--- src/rtl/axis_pkt_rr_arb_pkg.sv ---
// Shared types for the packet round-robin AXI-Stream arbiter.
package axis_pkt_rr_arb_pkg;

  // IDLE: choosing the next source; XFER: one source locked until its tlast.
  typedef enum logic {
    ST_IDLE = 1'b0,
    ST_XFER = 1'b1
  } arb_state_t;

  localparam int PKT_CNT_W = 16;

endpackage

--- src/rtl/axis_skid_reg.sv ---
// Two-entry FIFO-ordered skid register. Its input ready comes from a flop
// (held count), so the downstream tready never reaches the upstream side
// combinationally.
module axis_skid_reg #(
  parameter int W = 35
) (
  input  logic         clk,
  input  logic         rst,
  input  logic [W-1:0] s_data,
  input  logic         s_valid,
  output logic         s_ready,
  output logic [W-1:0] m_data,
  output logic         m_valid,
  input  logic         m_ready
);

  logic [W-1:0] mem_q [2];
  logic [W-1:0] mem_d [2];
  logic         wr_ptr_q, wr_ptr_d;
  logic         rd_ptr_q, rd_ptr_d;
  logic [1:0]   count_q, count_d;
  logic         push, pop;

  assign s_ready = (count_q != 2'd2);
  assign m_valid = (count_q != 2'd0);
  assign m_data  = mem_q[rd_ptr_q];

  // Next-state: write at wr_ptr on push, advance rd_ptr on pop.
  always_comb begin
    push     = s_valid & s_ready;
    pop      = m_valid & m_ready;
    mem_d    = mem_q;
    wr_ptr_d = wr_ptr_q ^ push;
    rd_ptr_d = rd_ptr_q ^ pop;
    count_d  = count_q + {1'b0, push} - {1'b0, pop};
    if (push) begin
      mem_d[wr_ptr_q] = s_data;
    end
  end

  // State registers; reset empties the buffer, dropping any partial packet.
  always_ff @(posedge clk or negedge rst) begin
    if (!rst) begin
      mem_q[0] <= '0;
      mem_q[1] <= '0;
      wr_ptr_q <= 1'b0;
      rd_ptr_q <= 1'b0;
      count_q  <= 2'd0;
    end else begin
      mem_q    <= mem_d;
      wr_ptr_q <= wr_ptr_d;
      rd_ptr_q <= rd_ptr_d;
      count_q  <= count_d;
    end
  end

endmodule

--- src/rtl/axis_pkt_rr_arb.sv ---
// Packet-locked round-robin arbiter: shares one AXI-Stream output between
// PORTS packet sources. A grant is chosen in IDLE and held until the granted
// source's tlast beat is accepted, so packets never interleave.
module axis_pkt_rr_arb
  import axis_pkt_rr_arb_pkg::*;
#(
  parameter int   WIDTH      = 32,
  parameter int   PORTS      = 4,
  parameter int   PORTS_BITS = (PORTS <= 2) ? 1 : (PORTS <= 4) ? 2 : (PORTS <= 8) ? 3 : 4,
  parameter logic OUT_REG    = 1'b1
) (
  input  logic                  clk,
  input  logic                  rst,
  input  logic [PORTS*WIDTH-1:0] s_rx_tdata,
  input  logic [PORTS-1:0]      s_rx_tvalid,
  input  logic [PORTS-1:0]      s_rx_tlast,
  output logic [PORTS-1:0]      s_rx_tready,
  output logic [WIDTH-1:0]      m_tx_tdata,
  output logic                  m_tx_tvalid,
  output logic                  m_tx_tlast,
  output logic [PORTS_BITS-1:0] m_tx_tid,
  input  logic                  m_tx_tready,
  input  logic [PORTS-1:0]      port_en,
  output logic                  busy,
  output logic [PKT_CNT_W-1:0]  pkt_cnt
);

  arb_state_t            state_q, state_d;
  logic [PORTS_BITS-1:0] grant_q, grant_d;
  logic [PORTS_BITS-1:0] last_grant_q, last_grant_d;
  logic [PKT_CNT_W-1:0]  pkt_cnt_q, pkt_cnt_d;

  logic [PORTS-1:0]      req;
  logic [WIDTH-1:0]      in_data;
  logic                  in_last;
  logic                  src_valid;
  logic                  in_valid;
  logic                  dn_ready;

  // First requester strictly after 'last', wrapping modulo PORTS.
  function automatic logic [PORTS_BITS-1:0] rr_pick(
    input logic [PORTS-1:0]      r,
    input logic [PORTS_BITS-1:0] last
  );
    logic [PORTS_BITS-1:0] pick;
    logic                  found;
    int                    idx;
    pick  = '0;
    found = 1'b0;
    for (int k = 1; k <= PORTS; k++) begin
      idx = (int'(last) + k) % PORTS;
      if (!found && r[idx]) begin
        pick  = PORTS_BITS'(idx);
        found = 1'b1;
      end
    end
    return pick;
  endfunction

  // Select the granted source's beat.
  always_comb begin
    in_data   = '0;
    in_last   = 1'b0;
    src_valid = 1'b0;
    for (int i = 0; i < PORTS; i++) begin
      if (grant_q == PORTS_BITS'(i)) begin
        in_data   = s_rx_tdata[i*WIDTH +: WIDTH];
        in_last   = s_rx_tlast[i];
        src_valid = s_rx_tvalid[i];
      end
    end
  end

  // Arbitration FSM: next state, grant bookkeeping and upstream ready.
  always_comb begin
    req          = s_rx_tvalid & port_en;
    state_d      = state_q;
    grant_d      = grant_q;
    last_grant_d = last_grant_q;
    pkt_cnt_d    = pkt_cnt_q;
    in_valid     = 1'b0;
    s_rx_tready  = '0;
    case (state_q)
      ST_IDLE: begin
        if (req != '0) begin
          grant_d = rr_pick(req, last_grant_q);
          state_d = ST_XFER;
        end
      end
      ST_XFER: begin
        in_valid = src_valid;
        for (int i = 0; i < PORTS; i++) begin
          s_rx_tready[i] = (grant_q == PORTS_BITS'(i)) && dn_ready;
        end
        if (src_valid && dn_ready && in_last) begin
          last_grant_d = grant_q;
          pkt_cnt_d    = pkt_cnt_q + 1'b1;
          state_d      = ST_IDLE;
        end
      end
      default: state_d = ST_IDLE;
    endcase
  end

  // Arbiter registers; port 0 has first priority out of reset.
  always_ff @(posedge clk or negedge rst) begin
    if (!rst) begin
      state_q      <= ST_IDLE;
      grant_q      <= '0;
      last_grant_q <= PORTS_BITS'(PORTS - 1);
      pkt_cnt_q    <= '0;
    end else begin
      state_q      <= state_d;
      grant_q      <= grant_d;
      last_grant_q <= last_grant_d;
      pkt_cnt_q    <= pkt_cnt_d;
    end
  end

  assign busy    = (state_q == ST_XFER);
  assign pkt_cnt = pkt_cnt_q;

  generate
    if (OUT_REG) begin : g_skid
      localparam int SW = WIDTH + 1 + PORTS_BITS;
      logic [SW-1:0] skid_out;

      axis_skid_reg #(.W(SW)) u_skid (
        .clk     (clk),
        .rst     (rst),
        .s_data  ({grant_q, in_last, in_data}),
        .s_valid (in_valid),
        .s_ready (dn_ready),
        .m_data  (skid_out),
        .m_valid (m_tx_tvalid),
        .m_ready (m_tx_tready)
      );

      assign {m_tx_tid, m_tx_tlast, m_tx_tdata} = skid_out;
    end else begin : g_comb
      assign dn_ready    = m_tx_tready;
      assign m_tx_tvalid = in_valid;
      assign m_tx_tdata  = in_data;
      assign m_tx_tlast  = in_last;
      assign m_tx_tid    = grant_q;
    end
  endgenerate

endmodule

--- config.mk ---
export PLATFORM = sky130hd
export DESIGN_NAME = axis_pkt_rr_arb
export DESIGN_NICKNAME = d
export VERILOG_FILES = /design/src/rtl/axis_pkt_rr_arb_pkg.sv /design/src/rtl/axis_skid_reg.sv /design/src/rtl/axis_pkt_rr_arb.sv
export SDC_FILE = /design/constraint.sdc
export NUM_CORES = 1
export LEC_CHECK = 0
export CELL_PAD_IN_SITES_DETAIL_PLACEMENT = 1
export CELL_PAD_IN_SITES_GLOBAL_PLACEMENT = 1
export CORE_MARGIN = 4
export CORE_UTILIZATION = 36
export CTS_BUF_LIST = sky130_fd_sc_hd__clkbuf_8
export DETAILED_ROUTE_END_ITERATION = 6
export GPL_TIMING_DRIVEN = 0
export MAX_ROUTING_LAYER = met4
export PLACE_DENSITY = 0.81
export SLEW_MARGIN = 20
export SYNTH_ARGS = -nofsm -noshare
export SYNTH_HDL_FRONTEND = slang
export SYNTH_SLANG_ARGS = --single-unit
--- constraint.sdc ---
create_clock -name clk -period 3.1 [get_ports clk]
set_clock_uncertainty 0.1 [all_clocks]
set_input_delay 0.62 -clock clk [delete_from_list [all_inputs] [get_ports clk]]
set_output_delay 0.62 -clock clk [all_outputs]
set_load 0.01 [all_outputs]
==> run_summary.xml, run 1 <==
<?xml version="1.0" encoding="UTF-8"?>
<metrics>
  <group name="yosys">
    <metric name="synth_compound_area_share" unit="%">1.774</metric>
    <metric name="dominantRegCellSynth" unit="">sky130_fd_sc_hd__dfrtp_1</metric>
    <metric name="yosys_warnings" unit="">0</metric>
    <metric name="synth.net_count" unit="">500</metric>
    <metric name="post_synth_inst_count" unit="">354</metric>
    <metric name="synth-simple-area-share" unit="%">5.543</metric>
    <metric name="synth-seq-area-share" unit="%">46.86</metric>
    <metric name="synth-adder-area-share" unit="%">0.7391</metric>
    <metric name="async_flop_share" unit="%">100.0</metric>
    <metric name="synthesis.area" unit="sq mm">0.005079</metric>
    <metric name="synth.area.mux_share" unit="%">38.80</metric>
    <metric name="avgSynthCellArea" unit="sq um">14.35</metric>
    <metric name="synth_top_family_by_area" unit="">multiplexers</metric>
    <metric name="synth_xor_area_share" unit="%">3.277</metric>
    <metric name="ys_seq_elements" unit="">95</metric>
    <metric name="synth.lib_cells_used.distinct" unit="">34</metric>
    <metric name="synth_edf_count" unit="">0</metric>
  </group>
  <group name="layout">
    <metric name="layout.cells.most_common" unit="">sky130_fd_sc_hd__clkdlybuf4s50_1</metric>
    <metric name="num_antenna_cells" unit="">0</metric>
    <metric name="regArea" unit="sq mm">0.002380</metric>
    <metric name="final_layout_size_suffix_gt1_share" unit="%">31.57</metric>
    <metric name="mostFrequentLayoutCells" unit="">198 x sky130_fd_sc_hd__clkdlybuf4s50_1, 104 x sky130_fd_sc_hd__mux2_2, 93 x sky130_fd_sc_hd__dfrtp_1</metric>
    <metric name="multiInputGateArea" unit="sq mm">0.002546</metric>
    <metric name="num-nets-final" unit="">708</metric>
    <metric name="fillerInstances" unit="">1411</metric>
    <metric name="layoutNonFillerInstCount" unit="">747</metric>
    <metric name="areaGrowthSynthToFinish" unit="%">47.65</metric>
  </group>
  <group name="clocking">
    <metric name="root_buffer_master" unit="">sky130_fd_sc_hd__clkbuf_8</metric>
    <metric name="post_cts.repair.setup_buffers" unit="">0</metric>
    <metric name="worstSkewPairLatency" unit="ns">0.37</metric>
    <metric name="cts_hold_buffers" unit="">0</metric>
    <metric name="cts.sinks" unit="">95</metric>
    <metric name="cts_inserted_buffers" unit="">9</metric>
    <metric name="worst_setup_hold_path_clk_slew" unit="ns">0.09</metric>
    <metric name="clk_path_buf_depth" unit="">2</metric>
    <metric name="tritoncts_clock_tree" unit="">done</metric>
    <metric name="h-tree-depth" unit="">3</metric>
  </group>
  <group name="floorplanning">
    <metric name="fp-row-count" unit="">43</metric>
    <metric name="top_level_ports" unit="">200</metric>
    <metric name="design.die.area" unit="sq mm">0.01607</metric>
    <metric name="die_h" unit="um">126.8</metric>
    <metric name="start_util" unit="%">36.73</metric>
    <metric name="die_width" unit="um">126.8</metric>
    <metric name="core_box_area" unit="sq mm">0.01383</metric>
  </group>
  <group name="sta">
    <metric name="worst_slack" unit="ns">0.1659</metric>
    <metric name="rsz0062_at_grt" unit="">false</metric>
    <metric name="max-slew-margin-rel" unit="%">52.74</metric>
    <metric name="setup-violations-final" unit="">0</metric>
    <metric name="final-hold-violation-count" unit="">0</metric>
    <metric name="worst_pin_slew" unit="ns">0.7089</metric>
    <metric name="final-max-slew-violation-count" unit="">0</metric>
    <metric name="fin_worst_hold_slack" unit="ns">0.05230</metric>
    <metric name="period_share" unit="%">94.65</metric>
    <metric name="max_freq" unit="GHz">0.3408</metric>
    <metric name="min_period" unit="ns">2.934</metric>
  </group>
  <group name="setup_path">
    <metric name="worst-path-buf-inv" unit="">2</metric>
    <metric name="setup.worst_path.start_class" unit="">flop</metric>
    <metric name="critical_path_class" unit="">flop to primary output</metric>
    <metric name="critPathTopFamily" unit="">buffers and inverters</metric>
    <metric name="cp_max_fo" unit="">10</metric>
    <metric name="timing.critical_path.slowest_cell_delay" unit="ns">0.58</metric>
    <metric name="worst_setup_path_end_kind" unit="">primary output</metric>
    <metric name="crit_start" unit="">g_skid.u_skid.rd_ptr_q</metric>
    <metric name="r2r_start" unit="">grant_q[1]</metric>
    <metric name="worst-endpoint-required" unit="ns">2.38</metric>
    <metric name="setup.reg_to_reg.worst_slack" unit="ns">0.51</metric>
    <metric name="crit_arrival" unit="ns">2.21</metric>
    <metric name="crit_slowest_cell" unit="">sky130_fd_sc_hd__dfrtp_1</metric>
    <metric name="crit_path_cells" unit="">buf_2, mux2_2, clkdlybuf4s50_1</metric>
  </group>
  <group name="detailed_routing">
    <metric name="wirelength_met1" unit="um">6044</metric>
    <metric name="drc_errors" unit="">0</metric>
    <metric name="drt_pass_1_iters" unit="">4</metric>
    <metric name="drt-vias-per-instance" unit="">5.174</metric>
    <metric name="dr_total_vias" unit="">3865</metric>
    <metric name="avgRoutedWirePerCell" unit="um">19.50</metric>
    <metric name="route.final.wire_length" unit="um">14570</metric>
    <metric name="drt.antenna.violating_nets" unit="">0</metric>
    <metric name="met2RoutedLength" unit="um">7617</metric>
    <metric name="met3WireLength" unit="um">703</metric>
    <metric name="initialDrtViolationCount" unit="">82</metric>
    <metric name="highest-signal-layer" unit="">met4</metric>
  </group>
  <group name="global_route">
    <metric name="grt_pass1_wl" unit="um">23580</metric>
    <metric name="grt_use_total" unit="%">19.09</metric>
    <metric name="maximum_number_of_pins_on_one_net_before_global_route_repair" unit="">55</metric>
    <metric name="antenna_violations_before_repair" unit="">0</metric>
    <metric name="globalRouteOverflowTotal" unit="">0</metric>
    <metric name="vias_in_the_first_global_route" unit="">4511</metric>
  </group>
  <group name="job">
    <metric name="max_cap_viols" unit="">0</metric>
  </group>
  <group name="pwr">
    <metric name="power.switching" unit="mW">2.473</metric>
    <metric name="power_density" unit="mW/mm^2">938.2</metric>
    <metric name="power_switching_share" unit="%">35.15</metric>
    <metric name="cell_internal_pwr" unit="mW">4.562</metric>
    <metric name="share_of_total_power_in_sequential_cells" unit="%">30.9</metric>
    <metric name="power.share.clock" unit="%">10.5</metric>
    <metric name="maximum_vdd_drop" unit="uV">388.9</metric>
    <metric name="power.combinational.fraction" unit="%">58.6</metric>
    <metric name="static-leakage-power" unit="nW">3.023</metric>
  </group>
  <group name="placement">
    <metric name="placedCellCount" unit="">734</metric>
    <metric name="worst_case_setup_slack_after_placement" unit="ns">-0.5218</metric>
    <metric name="finalWeightedCongestion" unit="">0.8026</metric>
    <metric name="hpwlAfterDp" unit="um">11560</metric>
    <metric name="portBuffers" unit="">199</metric>
  </group>
  <group name="outcome">
    <metric name="status" unit="">finished clean</metric>
  </group>
  <group name="worst_hold_path">
    <metric name="timing.hold.worst.class" unit="">primary input to async pin</metric>
  </group>
</metrics>
-- layer usage --
layer,track usage [%],up-vias
li1,-,1746
met1,22.20,1975
met2,33.53,128
met3,4.000,16
met4,5.174,0
met5,-,-
-- cell type report --
class	instances	area share [%]
inverter	9	0.4839
clock inverter	6	0.5006
clock buffer	10	1.835
multi-input combinational	229	33.96
sequential	95	31.74
tap	180	3.004
buffer	18	1.535
timing repair buffer	200	26.95
-- timing repair --
item	in CTS	in global routing
gates resized for setup	8	0
endpoints found under the hold margin	0	0
pin swaps	0	0
setup endpoints to repair	63	11
-- worst reg2reg max path, delay by kind of cell, from the launching register on --
kind	cells	cell delay, ns
flops	1	0.38
simple gates	1	0.16
mux	2	0.78
buf+inv	3	0.66
fa+ha+maj	1	0.40
-- per-stage QoR --
step,TNS [ns],area [sq um],power (mW),util (%)
finish,0,7498,7.035,54.23
global route,0,7498,7.525,54.23
CTS,0,7502,7.163,54.26
detailed placement,-14.89,7325,6.394,52.97
global placement,-210.44,7296,6.204,52.76
floorplan,0,5079,4.664,-
-- power by group through the flow --
stage                     clock (mW)  sequential [mW]  combinational [mW]
final                          0.738             2.18                4.12
after global routing           0.821             2.26                4.45
after CTS                      0.773             2.19                4.20
after detailed placement           0             2.19                4.21
after global placement             0             2.13                4.07
after floorplan                    0             2.09                2.58
-- path summary, 6_finish.rpt --
path | to | cells after the start
setup / recovery | m_tx_tdata[22] | 3
hold / removal | pkt_cnt[4] | 1
setup reg to reg | g_skid.u_skid.mem_q[46] | 7
hold reg to reg | pkt_cnt[15] | 1
max in group asynchronous | last_grant_q[0] | 2
min in group clk | pkt_cnt[15] | 1
-- logic make-up after synthesis --
| group | after synthesis |
|---|---|
| compound gates | 15 |
| xor+xnor | 19 |
| fa+ha+maj | 3 |
| buf+inv | 30 |
| flops | 95 |
| mux | 141 |
| simple gates | 51 |
-- state kept, by name, indices dropped and copies added, names as in the netlist --
signal and flops:
g_skid.u_skid.rd_ptr_q 1, g_skid.u_skid.count_q 2, last_grant_q 2, grant_q 2, busy 1, g_skid.u_skid.wr_ptr_q 1
g_skid.u_skid.mem_q 70, pkt_cnt 16
-- synthesized netlist by cell type (4+ instances only) --
master	n	area (sq um)
sky130_fd_sc_hd__inv_1	8	30.03
sky130_fd_sc_hd__clkbuf_1	9	33.78
sky130_fd_sc_hd__o21ai_0	4	20.02
sky130_fd_sc_hd__mux4_2	34	765.7
sky130_fd_sc_hd__nor4_1	7	43.79
sky130_fd_sc_hd__nor2_1	7	26.28
sky130_fd_sc_hd__nand3_1	9	45.04
sky130_fd_sc_hd__xnor2_1	6	52.55
sky130_fd_sc_hd__buf_1	4	15.01
sky130_fd_sc_hd__nand2_1	12	45.04
sky130_fd_sc_hd__nor3_1	7	35.03
sky130_fd_sc_hd__dfrtp_1	93	2327
sky130_fd_sc_hd__a21oi_1	4	20.02
sky130_fd_sc_hd__mux2_2	104	1171
sky130_fd_sc_hd__xor2_1	13	113.9
sky130_fd_sc_hd__buf_6	4	45.04
No activity file was read; power rests on OpenSTA's default activity.
==> run 2: changes to the inputs <==
--- a/config.mk
+++ b/config.mk
@@ -14,7 +14,7 @@
 export GPL_TIMING_DRIVEN = 0
 export MAX_ROUTING_LAYER = met4
 export PLACE_DENSITY = 0.81
-export SLEW_MARGIN = 20
+export SLEW_MARGIN = 0
 export SYNTH_ARGS = -nofsm -noshare
 export SYNTH_HDL_FRONTEND = slang
 export SYNTH_SLANG_ARGS = --single-unit
==> run 2 against run 1 <==
  * Global-route usage rose by 0.066 points
  * Critical path type unchanged
  * Largest power group unchanged
  * Maximum frequency fell by 0.33%
  * Critical path depth did not move
  * Flip-flop and latch count did not move
  * Clock-buffer cell count did not move
  * First-iteration DRC count fell by 1.2%
  * Setup slack got worse by 0.0097 ns
  * Clock power rose by 0.7%
  * Critical endpoint unchanged
  * Power barely moved
==> run_summary.xml, run 2 (synthesis results as in run 1) <==
<?xml version="1.0" encoding="UTF-8"?>
<metrics>
  <group name="outcome">
    <metric name="status" unit="">finished clean</metric>
  </group>
  <group name="sta">
    <metric name="worst_pin_slew" unit="ns">0.7067</metric>
    <metric name="rsz0062_at_grt" unit="">false</metric>
    <metric name="final-hold-violation-count" unit="">0</metric>
    <metric name="max_freq" unit="GHz">0.3397</metric>
    <metric name="min_period" unit="ns">2.944</metric>
    <metric name="period_share" unit="%">94.96</metric>
    <metric name="max-slew-margin-rel" unit="%">52.88</metric>
    <metric name="setup-violations-final" unit="">0</metric>
    <metric name="final-max-slew-violation-count" unit="">0</metric>
  </group>
  <group name="setup_path">
    <metric name="critPathTopFamily" unit="">buffers and inverters</metric>
    <metric name="worst-path-buf-inv" unit="">2</metric>
    <metric name="worst-endpoint-required" unit="ns">2.38</metric>
    <metric name="timing.critical_path.slowest_cell_delay" unit="ns">0.59</metric>
    <metric name="worst_setup_path_end_kind" unit="">primary output</metric>
    <metric name="crit_slowest_cell" unit="">sky130_fd_sc_hd__dfrtp_1</metric>
    <metric name="setup.reg_to_reg.worst_slack" unit="ns">0.41</metric>
    <metric name="setup.worst_path.start_class" unit="">flop</metric>
    <metric name="critical_path_class" unit="">flop to primary output</metric>
    <metric name="crit_arrival" unit="ns">2.22</metric>
    <metric name="cp_max_fo" unit="">10</metric>
    <metric name="worstReg2RegEnd" unit="">g_skid.u_skid.mem_q[57]</metric>
    <metric name="crit_path_cells" unit="">buf_2, mux2_2, clkdlybuf4s50_1</metric>
    <metric name="r2r_cells" unit="">8</metric>
    <metric name="r2r_start" unit="">grant_q[1]</metric>
  </group>
  <group name="layout">
    <metric name="areaGrowthSynthToFinish" unit="%">47.65</metric>
    <metric name="post-route-util" unit="%">54.23</metric>
    <metric name="layout.cells.most_common" unit="">sky130_fd_sc_hd__clkdlybuf4s50_1</metric>
    <metric name="num-nets-final" unit="">709</metric>
    <metric name="largest_register_ffs" unit="">70</metric>
    <metric name="final_layout_size_suffix_gt1_share" unit="%">31.51</metric>
    <metric name="mostFrequentLayoutCells" unit="">198 x sky130_fd_sc_hd__clkdlybuf4s50_1, 104 x sky130_fd_sc_hd__mux2_2, 93 x sky130_fd_sc_hd__dfrtp_1</metric>
    <metric name="regMostFlops" unit="">g_skid.u_skid.mem_q</metric>
    <metric name="layoutNonFillerInstCount" unit="">748</metric>
    <metric name="num_antenna_cells" unit="">0</metric>
  </group>
  <group name="clocking">
    <metric name="cts_hold_buffers" unit="">0</metric>
    <metric name="h-tree-depth" unit="">3</metric>
    <metric name="worst_setup_hold_path_clk_slew" unit="ns">0.10</metric>
    <metric name="root_buffer_master" unit="">sky130_fd_sc_hd__clkbuf_8</metric>
    <metric name="worstSkewPairLatency" unit="ns">0.37</metric>
    <metric name="clk_path_buf_depth" unit="">2</metric>
    <metric name="cts.sinks" unit="">95</metric>
    <metric name="tritoncts_clock_tree" unit="">done</metric>
    <metric name="cts_inserted_buffers" unit="">9</metric>
  </group>
  <group name="detailed_routing">
    <metric name="initialDrtViolationCount" unit="">81</metric>
    <metric name="route.final.wire_length" unit="um">14670</metric>
    <metric name="drt_pass_1_iters" unit="">5</metric>
    <metric name="drt.antenna.violating_nets" unit="">0</metric>
    <metric name="avgRoutedWirePerCell" unit="um">19.61</metric>
    <metric name="drc_errors" unit="">0</metric>
    <metric name="dr_total_vias" unit="">3846</metric>
    <metric name="drt-vias-per-instance" unit="">5.142</metric>
  </group>
  <group name="placement">
    <metric name="portBuffers" unit="">199</metric>
    <metric name="placedCellCount" unit="">734</metric>
    <metric name="hpwlAfterDp" unit="um">11600</metric>
    <metric name="finalWeightedCongestion" unit="">0.8026</metric>
  </group>
  <group name="global_route">
    <metric name="maximum_number_of_pins_on_one_net_before_global_route_repair" unit="">55</metric>
    <metric name="grt_pass1_wl" unit="um">23500</metric>
    <metric name="globalRouteOverflowTotal" unit="">0</metric>
    <metric name="vias_in_the_first_global_route" unit="">4537</metric>
    <metric name="antenna_violations_before_repair" unit="">0</metric>
    <metric name="grt_use_total" unit="%">19.15</metric>
  </group>
  <group name="floorplanning">
    <metric name="top_level_ports" unit="">200</metric>
    <metric name="fp-row-count" unit="">43</metric>
    <metric name="design.die.area" unit="sq mm">0.01607</metric>
    <metric name="die_width" unit="um">126.8</metric>
    <metric name="core_box_area" unit="sq mm">0.01383</metric>
    <metric name="start_util" unit="%">36.73</metric>
    <metric name="die_h" unit="um">126.8</metric>
  </group>
  <group name="pwr">
    <metric name="maximum_vdd_drop" unit="uV">385.8</metric>
    <metric name="static-leakage-power" unit="nW">3.023</metric>
    <metric name="power_density" unit="mW/mm^2">938.9</metric>
    <metric name="totalPowerFinal" unit="mW">7.040</metric>
  </group>
  <group name="worst_hold_path">
    <metric name="timing.hold.worst.class" unit="">primary input to async pin</metric>
  </group>
  <group name="job">
    <metric name="max_cap_viols" unit="">0</metric>
  </group>
</metrics>
run 2: cell types whose count changed in the layout (fill, tap and decap cells not counted), sizes merged:
cell / before / now
clkbuf: 16 / 17
run 2: repair_timing:
action / CTS / global route
buffers inserted: 0 / 0
setup endpoints to repair: 63 / 0
resized for setup: 8 / 0
hold endpoints to repair: 0 / 0
run 2: how the worst max path moves through the flow:
stage / from / to / cells after the start
finish: g_skid.u_skid.rd_ptr_q / m_tx_tdata[22] / 3
floorplan: s_rx_tvalid[2] / g_skid.u_skid.mem_q[60] / 7
global placement: rst / g_skid.u_skid.mem_q[19] / 1
detailed placement: s_rx_tvalid[3] / g_skid.u_skid.mem_q[46] / 8
CTS: g_skid.u_skid.rd_ptr_q / m_tx_tdata[24] / 3
global route: g_skid.u_skid.rd_ptr_q / m_tx_tdata[24] / 3
run 2: worst register-to-register path, delay by kind of cell (launching register included):
kind                     cells  cell delay, ns
AND/OR/NAND/NOR              1            0.17
multiplexers                 2            0.78
flip-flops                   1            0.38
buffers and inverters        4            1.02
adder cells (fa/ha/maj)      1            0.14
run 2: through the flow:
step                TNS (ns)  hold WS, ns  area (sq um)  worst slack, ns
floorplan                  0       0.2244          5079           0.6297
global placement     -210.44       0.3584          7296           -2.118
detailed placement    -14.44       0.3654          7321          -0.5246
CTS                        0       0.1349          7498          0.08797
global route               0       0.1637          7498          0.02341
finish                     0       0.1393          7498           0.1562
run 2: report_power, final:
group          total (mW)  switching, mW  leakage, nW  internal (mW)
sequential           2.17          0.351         1.13           1.82
clock               0.743          0.432       0.0953          0.311
combinational        4.12           1.70         1.79           2.43
run 2: layer usage:
metal	global-route usage (%)	share of wire [%]
met5	-	0
met4	4.858	1.2
met3	4.000	4.6
met2	34.25	53
met1	21.91	41
run 2: final cells by class:
type / count / area (sq um)
tap: 180 / 225.2
sequential: 95 / 2380
buffer: 19 / 118.9
timing repair buffer: 200 / 2017
multi-input combinational: 229 / 2546
fill: 1392 / 6329
clock buffer: 10 / 137.6
clock inverter: 6 / 37.54
inverter: 9 / 36.28
==> run 3: changes to the inputs <==
--- a/config.mk
+++ b/config.mk
@@ -7,13 +7,13 @@
 export LEC_CHECK = 0
 export CELL_PAD_IN_SITES_DETAIL_PLACEMENT = 1
 export CELL_PAD_IN_SITES_GLOBAL_PLACEMENT = 1
+export CORE_ASPECT_RATIO = 0.8
 export CORE_MARGIN = 4
-export CORE_UTILIZATION = 36
-export CTS_BUF_LIST = sky130_fd_sc_hd__clkbuf_8
+export CORE_UTILIZATION = 35
 export DETAILED_ROUTE_END_ITERATION = 6
 export GPL_TIMING_DRIVEN = 0
 export MAX_ROUTING_LAYER = met4
-export PLACE_DENSITY = 0.81
+export PLACE_DENSITY = 0.79
 export SLEW_MARGIN = 0
 export SYNTH_ARGS = -nofsm -noshare
 export SYNTH_HDL_FRONTEND = slang
==> run 3 against run 2 <==
  * First-iteration DRC count increased by 60%
  * Worst hold slack improved by 0.036 ns
  * Flip-flop and latch count unchanged
  * Via count increased by 1.0%
  * Global-route usage decreased by 0.39 points
  * Utilization decreased by 0.67 points
  * Power increased by 5.4%
  * Maximum frequency decreased by 0.70%
  * Die area increased by 2.7%
  * Largest power group unchanged
  * Clock power increased by 51%
==> run_summary.xml, run 3 (synthesis results as in run 1) <==
<?xml version="1.0" encoding="UTF-8"?>
<metrics>
  <group name="outcome">
    <metric name="status" unit="">finished clean</metric>
  </group>
  <group name="sta">
    <metric name="setup-violations-final" unit="">0</metric>
    <metric name="period_share" unit="%">95.63</metric>
    <metric name="rsz0062_at_grt" unit="">false</metric>
    <metric name="final-max-slew-violation-count" unit="">0</metric>
    <metric name="final-hold-violation-count" unit="">0</metric>
    <metric name="max-slew-margin-rel" unit="%">57.35</metric>
    <metric name="worst_pin_slew" unit="ns">0.6397</metric>
    <metric name="fin_worst_hold_slack" unit="ns">0.1757</metric>
    <metric name="max_freq" unit="GHz">0.3373</metric>
    <metric name="setup-tns-final" unit="ns">0</metric>
    <metric name="min_period" unit="ns">2.965</metric>
    <metric name="worst_slack" unit="ns">0.1353</metric>
  </group>
  <group name="clocking">
    <metric name="cts_hold_buffers" unit="">0</metric>
    <metric name="cts_inserted_buffers" unit="">9</metric>
    <metric name="clk_path_buf_depth" unit="">2</metric>
    <metric name="tritoncts_clock_tree" unit="">done</metric>
    <metric name="worstSkewPairLatency" unit="ns">0.34</metric>
    <metric name="h-tree-depth" unit="">3</metric>
    <metric name="root_buffer_master" unit="">sky130_fd_sc_hd__clkbuf_16</metric>
    <metric name="post_cts.repair.setup_buffers" unit="">0</metric>
    <metric name="cts.sinks" unit="">95</metric>
    <metric name="cts.repair.resized" unit="">8</metric>
    <metric name="worst_setup_hold_path_clk_slew" unit="ns">0.06</metric>
  </group>
  <group name="layout">
    <metric name="largest_register_ffs" unit="">70</metric>
    <metric name="layout.cells.most_common" unit="">sky130_fd_sc_hd__clkdlybuf4s50_1</metric>
    <metric name="num_antenna_cells" unit="">0</metric>
    <metric name="finalInstanceArea" unit="sq mm">0.007631</metric>
    <metric name="mostFrequentLayoutCells" unit="">198 x sky130_fd_sc_hd__clkdlybuf4s50_1, 104 x sky130_fd_sc_hd__mux2_2, 93 x sky130_fd_sc_hd__dfrtp_1</metric>
    <metric name="num-nets-final" unit="">709</metric>
    <metric name="post-route-util" unit="%">53.56</metric>
    <metric name="areaGrowthSynthToFinish" unit="%">50.26</metric>
    <metric name="final_layout_size_suffix_gt1_share" unit="%">31.87</metric>
    <metric name="regMostFlops" unit="">g_skid.u_skid.mem_q</metric>
  </group>
  <group name="pwr">
    <metric name="cell_internal_pwr" unit="mW">4.890</metric>
    <metric name="static-leakage-power" unit="nW">3.072</metric>
    <metric name="share_of_total_power_in_sequential_cells" unit="%">29.3</metric>
    <metric name="power.share.clock" unit="%">15.1</metric>
    <metric name="maximum_vdd_drop" unit="uV">401.4</metric>
    <metric name="power.switching" unit="mW">2.529</metric>
    <metric name="power_density" unit="mW/mm^2">972.3</metric>
    <metric name="power_switching_share" unit="%">34.09</metric>
    <metric name="power.combinational.fraction" unit="%">55.6</metric>
  </group>
  <group name="placement">
    <metric name="worst_case_setup_slack_after_placement" unit="ns">-0.4791</metric>
    <metric name="finalWeightedCongestion" unit="">0.8302</metric>
    <metric name="portBuffers" unit="">199</metric>
    <metric name="postPlaceCellArea" unit="sq mm">0.007326</metric>
    <metric name="hpwlAfterDp" unit="um">11890</metric>
  </group>
  <group name="floorplanning">
    <metric name="core_box_area" unit="sq mm">0.01425</metric>
    <metric name="start_util" unit="%">35.64</metric>
    <metric name="die_h" unit="um">115.7</metric>
    <metric name="top_level_ports" unit="">200</metric>
    <metric name="fp-row-count" unit="">39</metric>
    <metric name="die_width" unit="um">142.7</metric>
    <metric name="design.die.area" unit="sq mm">0.01651</metric>
  </group>
  <group name="detailed_routing">
    <metric name="initialDrtViolationCount" unit="">130</metric>
    <metric name="drt.antenna.violating_nets" unit="">0</metric>
    <metric name="drt-vias-per-instance" unit="">5.166</metric>
    <metric name="drt_pass_1_iters" unit="">4</metric>
    <metric name="route.final.wire_length" unit="um">14950</metric>
    <metric name="dr_total_vias" unit="">3885</metric>
    <metric name="drc_errors" unit="">0</metric>
    <metric name="avgRoutedWirePerCell" unit="um">19.87</metric>
  </group>
  <group name="setup_path">
    <metric name="crit_arrival" unit="ns">2.24</metric>
    <metric name="worst-endpoint-required" unit="ns">2.38</metric>
    <metric name="cp_max_fo" unit="">10</metric>
    <metric name="r2r_start" unit="">grant_q[1]</metric>
    <metric name="critical_path_class" unit="">flop to primary output</metric>
    <metric name="setup.worst_path.end" unit="">s_rx_tready[2]</metric>
    <metric name="worstReg2RegEnd" unit="">g_skid.u_skid.mem_q[43]</metric>
    <metric name="crit_start" unit="">grant_q[1]</metric>
    <metric name="worst_setup_path_end_kind" unit="">primary output</metric>
    <metric name="setup.worst_path.start_class" unit="">flop</metric>
    <metric name="setup.reg_to_reg.worst_slack" unit="ns">0.52</metric>
    <metric name="r2r_cells" unit="">7</metric>
  </group>
  <group name="global_route">
    <metric name="vias_in_the_first_global_route" unit="">4384</metric>
    <metric name="met3_usage_grt" unit="%">4.620</metric>
    <metric name="globalRoute.busiestLayer" unit="">met2</metric>
    <metric name="globalRouteOverflowTotal" unit="">0</metric>
    <metric name="grtUsageMet2" unit="%">31.63</metric>
    <metric name="global_route.usage.met1" unit="%">22.31</metric>
    <metric name="maximum_number_of_pins_on_one_net_before_global_route_repair" unit="">53</metric>
    <metric name="grt_use_total" unit="%">18.76</metric>
    <metric name="grt_pass1_wl" unit="um">23230</metric>
    <metric name="antenna_violations_before_repair" unit="">0</metric>
  </group>
  <group name="worst_hold_path">
    <metric name="timing.hold.worst.class" unit="">primary input to async pin</metric>
  </group>
  <group name="job">
    <metric name="max_cap_viols" unit="">0</metric>
  </group>
</metrics>
[run 3: cell types whose count changed in the layout (fill, tap and decap cells not counted), sizes merged]
cell,before,now
bufinv,0,1
clkinvlp,1,2
buf,14,13
clkbuf,17,18
inv,12,10
[run 3: cell type report]
cell class | count | area (sq um)
fill | 1416 | 6618
sequential | 95 | 2380
clock inverter | 6 | 70.07
inverter | 9 | 36.28
clock buffer | 10 | 229.0
buffer | 19 | 122.6
tap | 184 | 230.2
multi-input combinational | 229 | 2546
timing repair buffer | 200 | 2017
[run 3: worst min-delay path by stage]
stage	start	endpoint	slack, ns
global placement	pkt_cnt[15]	pkt_cnt[15]	0.37
detailed placement	pkt_cnt[15]	pkt_cnt[15]	0.37
CTS	rst	pkt_cnt[5]	0.18
global route	rst	pkt_cnt[5]	0.21
floorplan	rst	busy	0.22
finish	rst	pkt_cnt[5]	0.18
[run 3: critical path, stage by stage (launching register included)]
cell,delay [ns]
sky130_fd_sc_hd__dfrtp_1,0.34
sky130_fd_sc_hd__buf_6,0.13
sky130_fd_sc_hd__clkbuf_2,0.30
sky130_fd_sc_hd__clkbuf_4,0.31
sky130_fd_sc_hd__nand3_1,0.14
sky130_fd_sc_hd__nor2_1,0.13
sky130_fd_sc_hd__clkdlybuf4s50_1,0.55
[run 3: stage by stage]
stage / total power, mW / std cells
after detailed placement: 6.391 / 738
final: 7.419 / 752
after global placement: 6.205 / 737
after CTS: 7.553 / 753
after global routing: 7.931 / 752
after floorplan: 4.664 / 354
[run 3: power groups by stage]
stage	Sequential, mW	Combinational [mW]	Clock [mW]
after floorplan	2.09	2.58	0
after detailed placement	2.18	4.21	0
after global placement	2.13	4.08	0
final	2.17	4.13	1.12
after global routing	2.25	4.47	1.21
after CTS	2.18	4.22	1.15
[run 3: metal layers]
layer	wire length [um]	vias up
met1	6216	1993
met4	305	0
li1	-	1750
met2	7536	124
met5	0	-
met3	886	18
